===== src/rtl/otl_pkg.sv =====
// Shared definitions for the otl ADC/DAC data paths.
package otl_pkg;

  localparam int LANEW = 16;
  localparam int DROPW = 16;

  typedef enum logic {
    ST_EMPTY = 1'b0,
    ST_HALF  = 1'b1
  } lane_state_t;

endpackage


===== src/rtl/otl_sync_fifo.sv =====
// Single-clock first-word-fall-through FIFO with a separate occupancy counter.
module otl_sync_fifo #(
  parameter int DATAW = 32,
  parameter int DEPTH = 16
) (
  input  logic                     clk,
  input  logic                     rst,
  input  logic                     wr_en,
  input  logic [DATAW-1:0]         wr_data,
  output logic                     full,
  input  logic                     rd_en,
  output logic [DATAW-1:0]         rd_data,
  output logic                     empty,
  output logic [$clog2(DEPTH):0]   level
);

  localparam int AW = $clog2(DEPTH);

  logic [DATAW-1:0] mem [DEPTH];
  logic [AW-1:0]    wr_ptr;
  logic [AW-1:0]    rd_ptr;
  logic             wr_fire;
  logic             rd_fire;

  assign empty   = (level == '0);
  assign full    = (level == (AW+1)'(DEPTH));
  assign rd_fire = rd_en & ~empty;
  // A full FIFO still takes a write when the head leaves in the same cycle.
  assign wr_fire = wr_en & (~full | rd_fire);
  assign rd_data = empty ? '0 : mem[rd_ptr];

  always_ff @(posedge clk) begin
    if (wr_fire) mem[wr_ptr] <= wr_data;
  end

  always_ff @(posedge clk) begin
    if (rst) begin
      wr_ptr <= '0;
      rd_ptr <= '0;
      level  <= '0;
    end else begin
      if (wr_fire) wr_ptr <= wr_ptr + 1'b1;
      if (rd_fire) rd_ptr <= rd_ptr + 1'b1;
      case ({wr_fire, rd_fire})
        2'b10:   level <= level + 1'b1;
        2'b01:   level <= level - 1'b1;
        default: level <= level;
      endcase
    end
  end

endmodule


===== src/rtl/otl_adc_packer.sv =====
// Packs pairs of ADC samples into 32-bit words and buffers them for the DMA stream.
module otl_adc_packer
  import otl_pkg::*;
#(
  parameter int SAMPW = 12,
  parameter int DATAW = 32,
  parameter int DEPTH = 16
) (
  input  logic                   s_axi_aclk,
  input  logic                   s_axi_areset,
  input  logic                   enable,
  input  logic [SAMPW-1:0]       adc_data,
  input  logic                   adc_valid,
  input  logic                   flush,
  input  logic                   ovf_clr,
  output logic [DATAW-1:0]       m_data,
  output logic                   m_valid,
  input  logic                   m_ready,
  output logic [$clog2(DEPTH):0] level,
  output logic                   overflow,
  output logic [DROPW-1:0]       drop_cnt
);

  lane_state_t      state, state_n;
  logic [LANEW-1:0] lane0, lane0_n;
  logic [LANEW-1:0] samp;
  logic             take;
  logic             wr_req;
  logic [DATAW-1:0] wr_word;
  logic             fifo_full;
  logic             fifo_empty;
  logic             rd;
  logic             drop;

  assign samp    = LANEW'(adc_data);
  assign take    = enable & adc_valid;
  assign m_valid = ~fifo_empty;
  assign rd      = m_valid & m_ready;
  assign drop    = wr_req & fifo_full & ~rd;

  always_comb begin
    state_n = state;
    lane0_n = lane0;
    wr_req  = 1'b0;
    wr_word = '0;
    case (state)
      ST_EMPTY: begin
        // A sample arriving with flush is emitted alone rather than held.
        if (take && flush) begin
          wr_req  = 1'b1;
          wr_word = {{LANEW{1'b0}}, samp};
        end else if (take) begin
          lane0_n = samp;
          state_n = ST_HALF;
        end
      end
      ST_HALF: begin
        if (take) begin
          wr_req  = 1'b1;
          wr_word = {samp, lane0};
          state_n = ST_EMPTY;
        end else if (flush) begin
          wr_req  = 1'b1;
          wr_word = {{LANEW{1'b0}}, lane0};
          state_n = ST_EMPTY;
        end
      end
      default: state_n = ST_EMPTY;
    endcase
  end

  always_ff @(posedge s_axi_aclk) begin
    if (s_axi_areset) begin
      state <= ST_EMPTY;
      lane0 <= '0;
    end else begin
      state <= state_n;
      lane0 <= lane0_n;
    end
  end

  always_ff @(posedge s_axi_aclk) begin
    if (s_axi_areset) begin
      overflow <= 1'b0;
      drop_cnt <= '0;
    end else if (drop) begin
      overflow <= 1'b1;
      if (ovf_clr)
        drop_cnt <= DROPW'(1);
      else if (drop_cnt != '1)
        drop_cnt <= drop_cnt + 1'b1;
    end else if (ovf_clr) begin
      overflow <= 1'b0;
      drop_cnt <= '0;
    end
  end

  otl_sync_fifo #(
    .DATAW (DATAW),
    .DEPTH (DEPTH)
  ) u_fifo (
    .clk     (s_axi_aclk),
    .rst     (s_axi_areset),
    .wr_en   (wr_req),
    .wr_data (wr_word),
    .full    (fifo_full),
    .rd_en   (rd),
    .rd_data (m_data),
    .empty   (fifo_empty),
    .level   (level)
  );

endmodule


===== config.mk =====
export PLATFORM = sky130hd
export DESIGN_NAME = otl_adc_packer
export DESIGN_NICKNAME = d
export VERILOG_FILES = /design/src/rtl/otl_pkg.sv /design/src/rtl/otl_sync_fifo.sv /design/src/rtl/otl_adc_packer.sv
export SDC_FILE = /design/constraint.sdc
export NUM_CORES = 1
export LEC_CHECK = 0
export ABC_CLOCK_PERIOD_IN_PS = 13550
export CAP_MARGIN = 20
export CELL_PAD_IN_SITES_DETAIL_PLACEMENT = 0
export CELL_PAD_IN_SITES_GLOBAL_PLACEMENT = 1
export CORE_MARGIN = 4
export CORE_UTILIZATION = 30
export CTS_CLUSTER_SIZE = 20
export DETAILED_ROUTE_END_ITERATION = 6
export GPL_TIMING_DRIVEN = 0
export PLACE_DENSITY = 0.52
export SKIP_LAST_GASP = 1
export SLEW_MARGIN = 10
export SYNTH_ARGS = -nofsm -noshare
export SYNTH_HDL_FRONTEND = slang
export SYNTH_HIERARCHICAL = 1
export SYNTH_SLANG_ARGS = --single-unit

===== constraint.sdc =====
create_clock -name s_axi_aclk -period 13.55 [get_ports s_axi_aclk]
set_input_delay 1.355 -clock s_axi_aclk [delete_from_list [all_inputs] [get_ports s_axi_aclk]]
set_output_delay 1.355 -clock s_axi_aclk [all_outputs]
set_load 0.01 [all_outputs]

==> results of run 1 <==
-- state kept, by name, summed over array words and instances, names as in the netlist, named ones only --
name,cells
lane0,12
u_fifo/mem,512
drop_cnt,16
u_fifo/rd_ptr,4
state,1
u_fifo/wr_ptr,4
overflow,1
u_fifo/level,5
-- worst max path at each step --
stage	startpoint	end	slack, ns
6_report	flip-flop	m_data[17]	8.41
3_5_place_dp	adc_valid	u_fifo/mem[14][15]$_DFFE_PP_	8.19
2_1_floorplan	enable	u_fifo/mem[0][0]$_DFFE_PP_	7.42
3_3_place_gp	enable	u_fifo/mem[3][13]$_DFFE_PP_	2.22
5_1_grt	flip-flop	m_data[17]	8.23
4_1_cts	flip-flop	m_data[17]	8.29
-- worst register-to-register path, stage by stage (launching register included) --
cell and delay (ns):
dfxtp_1 0.49, clkbuf_1 0.39, nor2_2 0.14, and2b_1 0.28
clkbuf_1 0.33, nand2b_1 0.34, o2111ai_1 0.46, nor2_4 0.77
buf_12 0.27
-- cell type report --
type,instances,area [sq um]
clock inverter,33,350
clock buffer,79,1580
tap,959,1200
buffer,61,303
inverter,17,63.8
sequential,559,16300
fill,6863,46100
timing repair buffer,112,1190
antenna,1,2.50
multi-input combinational,610,5980
-- layout by cell type, fill, tap and decap left out, types with 5 or more instances in the layout --
| master | Yosys | final |
|---|---|---|
| a21oi_1 | 25 | 25 |
| a221o_1 | 32 | 32 |
| a22o_1 | 12 | 12 |
| and2_1 | 24 | 20 |
| buf_1 | 9 | 9 |
| buf_12 | 0 | 8 |
| buf_2 | 23 | 30 |
| buf_4 | 2 | 22 |
| buf_6 | 5 | 5 |
| bufinv_16 | 0 | 7 |
| clkbuf_1 | 22 | 40 |
| clkbuf_16 | 0 | 60 |
| clkdlybuf4s50_1 | 0 | 73 |
| clkinv_1 | 0 | 14 |
| clkinv_2 | 0 | 7 |
| conb_1 | 1 | 128 |
| dfxtp_1 | 47 | 47 |
| edfxtp_1 | 512 | 512 |
| ha_1 | 9 | 9 |
| inv_1 | 16 | 16 |
| mux2_2 | 33 | 33 |
| mux2i_1 | 5 | 5 |
| mux4_2 | 128 | 128 |
| nand2_1 | 32 | 32 |
| nand2b_1 | 6 | 6 |
| nand3_1 | 9 | 9 |
| nand4_1 | 5 | 5 |
| nor2_1 | 29 | 25 |
| nor2b_1 | 29 | 29 |
| nor3_1 | 10 | 10 |
| nor3b_1 | 5 | 5 |
| nor4_1 | 10 | 6 |
| nor4_2 | 1 | 5 |
| o211ai_1 | 5 | 5 |
| o21ai_0 | 5 | 5 |
| or3_1 | 5 | 5 |
| xor2_1 | 6 | 6 |
-- cell families after synthesis --
group | count (synthesis)
flops | 559
simple gates | 190
mux | 166
compound gates | 108
buf+inv | 78
fa+ha+maj | 10
xor+xnor | 8
other cells | 1
-- stage by stage --
stage	area, sq um	hold slack (ns)	cells	power [uW]	setup slack (ns)
after floorplan	22600	0.436	1247	2310	7.42
after global placement	24500	0.443	2279	2620	2.22
after detailed placement	25000	0.449	2318	2620	8.19
after CTS	27000	0.456	2430	4260	8.29
after global routing	27000	0.480	2430	4370	8.23
final	27000	0.456	2431	4190	8.41
-- power groups by stage --
stage / clock (uW) / sequential [uW] / combinational [uW]
3_3_place_gp: 0 / 1940 / 679
4_1_cts: 1670 / 1900 / 689
5_1_grt: 1740 / 1900 / 722
6_report: 1620 / 1900 / 674
3_5_place_dp: 0 / 1940 / 684
2_1_floorplan: 0 / 1930 / 371
-- per-layer routing --
metal	vias to the layer above	global-route usage [%]
met5	-	0
met3	69	2.43
met4	0	3.01
met1	6070	21.2
met2	274	22.7
li1	5103	-
==> flow_summary_export.csv, run 1 <==
group,metric,value,unit
drt,wire_per_inst,23.1,um
min_path,min-delay-start,"lane0[5]$_SDFFE_PP0P_",
critical_path,crit_required,12.19,ns
timing,final.min_clock_period,5.14,ns
yosys,synthMuxAreaShare,14.9,%
floorplan,pin_count,74,
cells_and_area,layout-drive-gt1-share,23.2,%
critical_path,worstSetupPathType,"reg -> out",
cells_and_area,utilization,36.9,%
critical_path,r2r_start,"u_fifo/level[4]$_SDFFE_PP0P_",
grt,grt_pass1_vias,12200,
yosys,ys_seq_elements,559,
timing,hold_violations,0,
grt,grt_use_total,14.4,%
pwr,p_sw,1040,uW
clock_tree,cts_tree,"built",
yosys,postSynthCellCount,1120,
yosys,yosysMostFrequentCell,"edfxtp_1",
critical_path,arrival,3.78,ns
drt,drt-initial-drc-count,955,
pwr,vdd_drop_max,0.106,mV
timing,rsz0062_at_grt,"false",
drt,routed_wl,56200,um
grt,antenna_found_initial,2,
yosys,synth_top_area_cell,"edfxtp_1",
min_path,holdPathStages,2,
yosys,synth_edf_count,512,
timing,fin_tns_setup,0,ns
timing,finalSetupViolations,0,
critical_path,path_buf_inv,3,
floorplan,initial_core_util,30.3,%
critical_path,crit_cells,6,
drt,top_layer_used,"met4",
pwr,seqPwrFrac,45.4,%
clock_tree,cts_made_buffers,59,
critical_path,worstRegToRegCells,8,
drt,wl_met3,2610,um
min_path,hold-path-endpoint,"lane0[5]$_SDFFE_PP0P_",
pwr,clockPowerShare,38.6,%
yosys,synth_xor_area_share,0.317,%
drt,vias_per_cell,4.74,
critical_path,cp-end-kind,"output port",
yosys,synthTopCellsByCount,"edfxtp_1 (512), mux4_2 (128), dfxtp_1 (47)",
min_path,min_path_type,"reg -> reg",
pwr,swShare,24.8,%
yosys,ys_warn_count,6,
yosys,synthTopCellsByArea,"edfxtp_1 (70%), mux4_2 (13%), dfxtp_1 (4.3%)",
clock_tree,cts-root-buf,"clkbuf_16",
timing,tightest_slew,1.01,ns
drt,met1_length,26700,um
timing,drv_slew,0,
critical_path,cp-start-kind,"flip-flop",
floorplan,coreArea,0.0731,sq mm
grt,grt_pass1_wl,82900,um
drt,ant_nets,0,
floorplan,die_area,0.0781,sq mm
floorplan,chipWidth,280,um
critical_path,cp_max_fo,10,
yosys,syn_area,0.0221,sq mm
yosys,synth-main-ff-cell,"edfxtp_1",
yosys,postSynthAreaPerCell,19.7,sq um
placed_design,place.gp.congestion,0.756,
yosys,synth_compound_area_share,3.89,%
run,max_cap_violations,0,
critical_path,critPathMaxStageDelay,0.80,ns
yosys,yosys.area_share.simple,4.82,%
yosys,synth_cell_types,65,
critical_path,path_cells,"buf_2 > buf_1 > mux4_2 > mux2_2 > a221o_1 > clkdlybuf4s50_1",
drt,num_vias,11500,
clock_tree,cts_setup_buffers,0,
clock_tree,cts_num_sinks,559,
clock_tree,insertion_delay,0.61,ns
cells_and_area,fin_nets,1449,
placed_design,port_buffers,73,
critical_path,critPathSlowestCell,"buf_1",
pwr,leakagePower,0.00869,uW
pwr,combPwrFrac,16.1,%
yosys,synthAdderAreaFrac,0.600,%
drt,drc,0,
drt,first_pass_iters,5,
clock_tree,cts_resized,0,
critical_path,r2r-end,"u_fifo/mem[14][10]$_DFFE_PP_",
floorplan,die_h,280,um
clock_tree,cts.path.max_buffers,3,
floorplan,rows,99,
critical_path,ff2ff_setup_slack,9.75,ns
clock_tree,holdBufCountCts,0,
yosys,synth_top_family_by_area,"multiplexers",
yosys,seq_area_frac_synth,73.8,%
yosys,synth_top_area_share,69.5,%
placed_design,hpwlAfterDp,38300,um
grt,globalRoute.totalOverflow,0,
clock_tree,path_clk_slew,0.06,ns
pwr,power_density,155,mW/mm^2
cells_and_area,syn_to_final_growth,22.0,%
timing,fin_skew,0.0126,ns
timing,max_slew_margin,32.8,%
drt,met2_length,26000,um
timing,timing.fmax,195,MHz
outcome,outcome,"finished, final reports clean",
clock_tree,cts_max_level,2,
yosys,ys_async_sr_fraction,0,%
pwr,p_int,3150,uW
timing,finalCritPeriodShare,37.9,%
critical_path,crit_family,"buffers and inverters",
grt,grt_start_max_net_pins,20,
Power figures use the tool's default switching activity.
==> run 2: changes to the inputs <==
--- a/config.mk
+++ b/config.mk
@@ -5,7 +5,7 @@
 export SDC_FILE = /design/constraint.sdc
 export NUM_CORES = 1
 export LEC_CHECK = 0
-export ABC_CLOCK_PERIOD_IN_PS = 13550
+export ABC_CLOCK_PERIOD_IN_PS = 5400
 export CAP_MARGIN = 20
 export CELL_PAD_IN_SITES_DETAIL_PLACEMENT = 0
 export CELL_PAD_IN_SITES_GLOBAL_PLACEMENT = 1
==> constraint.sdc (replaced) <==
create_clock -name s_axi_aclk -period 5.4 [get_ports s_axi_aclk]
set_input_delay 0.54 -clock s_axi_aclk [delete_from_list [all_inputs] [get_ports s_axi_aclk]]
set_output_delay 0.54 -clock s_axi_aclk [all_outputs]
set_load 0.01 [all_outputs]
==> results of run 2 <==
The final DEF is identical to that of run 1. Status: finished, final reports clean.
Among the figures that moved: setup slack after placement 8.19 ns -> 0.859 ns; setup slack after layout 8.41 ns -> 1.08 ns; register-to-register setup slack 9.75 ns -> 1.60 ns; total power 4190 uW -> 10500 uW; worst IR drop on VDD 0.106 mV -> 0.265 mV
==> RTL edit (flow settings as in run 2) <==
`DEPTH` is set to 16 in 2 places; all go to 8.
--- a/src/rtl/otl_sync_fifo.sv
+++ b/src/rtl/otl_sync_fifo.sv
@@ -1,7 +1,7 @@
 // Single-clock first-word-fall-through FIFO with a separate occupancy counter.
 module otl_sync_fifo #(
   parameter int DATAW = 32,
-  parameter int DEPTH = 16
+  parameter int DEPTH = 8
 ) (
   input  logic                     clk,
   input  logic                     rst,
--- a/src/rtl/otl_adc_packer.sv
+++ b/src/rtl/otl_adc_packer.sv
@@ -4,7 +4,7 @@
 #(
   parameter int SAMPW = 12,
   parameter int DATAW = 32,
-  parameter int DEPTH = 16
+  parameter int DEPTH = 8
 ) (
   input  logic                   s_axi_aclk,
   input  logic                   s_axi_areset,
Interface: changed (resized level); port bits go from 74 to 73. The function was not compared with the original's and may differ.
==> RTL edit against run 2 <==
  * Cell count down 41%
  * Setup slack better by 0.24 ns
  * Synthesized area shrank 46%
  * Core utilization rose by 1.1 points
  * Total power down 51%
  * Final area fell by 44%
  * Wire length down 49%
  * Hold slack got worse by 0.0017 ns
  * Sequential power shrank 47%
  * Sequential cell count decreased by 260
  * Largest cell class unchanged
==> RTL edit: results (changes against run 2) <==
stage	metric	value	unit	change
routing	top_layer	met5		was met4
place	place_area	0.0140	mm^2	was 0.0250 mm^2
yosys	synth.area.top_cells	edfxtp_1 64%, mux4_2 12%, dfxtp_1 7.1%		was edfxtp_1 70%, mux4_2 13%, dfxtp_1 4.3%
yosys	synth-async-reset-ratio	0		unchanged
critical_path	arrival	4.29	ns	was 3.78 ns
final_layout	finalNetCount	907		was 1449
power_and_ir_drop	pwr_density_cell	339	mW/mm^2	was 390 mW/mm^2
routing	routed_via_density	4.63		was 4.74
grt	grt_pass1_wl	44300	um	was 82900 um
yosys	seq_area_frac_synth	0.709		was 0.738
final_layout	n_antenna_cell	0		was 1
yosys	synth_cell_types	60		was 65
grt	grt_usage	0.133		was 0.144
power_and_ir_drop	ir_drop	0.228	mV	was 0.265 mV
grt	met1_usage	0.186		was 0.212
routing	dr_wl_met2	14000	um	was 26000 um
clock_network	clkLatencyLatePin	0.52	ns	was 0.61 ns
yosys	synth_commonest_cells	256 x edfxtp_1, 64 x mux4_2, 56 x nor2_1, 43 x dfxtp_1, 37 x mux2i_1		was 512 x edfxtp_1, 128 x mux4_2, 47 x dfxtp_1, 33 x mux2_2
yosys	synth-edff-count	256		was 512
timing	finClkSkew	0.0186	ns	was 0.0126 ns
power_and_ir_drop	p_clk_frac	0.462		was 0.386
place	numPortBuffers	72		was 73
routing	first_iter_violations	308		was 955
routing	drt_pass1_iterations	4		was 5
grt	grt_pass1_vias	6994		was 12.2k
grt	grtUsageMet2	0.218		was 0.227
routing	drt_wl_total	28800	um	was 56200 um
place	gp_congestion	0.769		was 0.756
final_layout	drive_gt1_frac	0.185		was 0.232
final_layout	top_regs	u_fifo/mem (256), drop_cnt (16), lane0 (12)		was u_fifo/mem (512), drop_cnt (16), lane0 (12)
place	pre_cts_slack	0.700	ns	was 0.859 ns
routing	wl_met1	13200	um	was 26700 um
routing	met3_length	1140	um	was 2610 um
grt	antenna_found_initial	1		was 2
power_and_ir_drop	pwr-share-comb	0.046		was 0.161
grt	grtUsageMet3	0.0259		was 0.0243
place	dpl.hpwl	19200	um	was 38300 um
timing	slew-limit-headroom	0.336		was 0.328
power_and_ir_drop	p_sw	1.06	mW	was 2.60 mW
outcome	status	finished clean		unchanged
place	dp_cells	1370		was 2318
-- RTL edit: cell types whose count changed after synthesis, sizes merged, moves of 6 or more --
cell    change
edfxtp    -256
mux4       -64
mux2       -33
a221o      -32
mux2i      +32
nor2b      -29
nor2       +26
buf        -19
and2       -10
inv         -9
and3        -6
-- RTL edit: cell families (layout without fill, tap and decap cells) --
family	after synthesis	in the layout	share of synthesized area
other	1	64	0.000311
buffers and inverters	45	197	0.0170
muxes	101	101	0.150
xor gates and xnor gates	7	7	0.00509
adders and majority gates	6	6	0.00685
and+or+nand+nor	166	166	0.0698
DFF	299	299	0.709
AOI/OAI and AO/OA	69	69	0.0415
-- RTL edit: worst paths after layout --
| check | start | to | slack, ns | cells after the start |
|---|---|---|---|---|
| max reg2reg | u_fifo/level[1]$_SDFFE_PP0P_ | u_fifo/mem[0][4]$_DFFE_PP_ | 1.52 | 11 |
| min reg2reg | lane0[5]$_SDFFE_PP0P_ | lane0[5]$_SDFFE_PP0P_ | 0.45 | 2 |
| min | lane0[5]$_SDFFE_PP0P_ | lane0[5]$_SDFFE_PP0P_ | 0.45 | 2 |
| max | adc_valid | u_fifo/mem[0][4]$_DFFE_PP_ | 1.32 | 12 |
-- RTL edit: area by class of cell --
cell class / instances / area [um^2]
fillers: 3756 / 24600
flip-flops and latches: 299 / 8550
well taps: 525 / 657
plain buffers: 37 / 175
clock buffers: 43 / 947
clock inverters: 21 / 223
repair buffers: 88 / 951
multi-input cells: 413 / 3590
inverters: 8 / 30.0
-- RTL edit: worst max-delay path, stage by stage --
cell and delay, ns:
clkdlybuf4s50_1 0.54, and2_1 0.20, o21a_1 0.22, clkbuf_1 0.52, a21o_1 0.18, clkbuf_1 0.36, o21ai_2 0.14, or2_1 0.37
nor3_2 0.53, buf_6 0.24, buf_4 0.22, buf_4 0.22
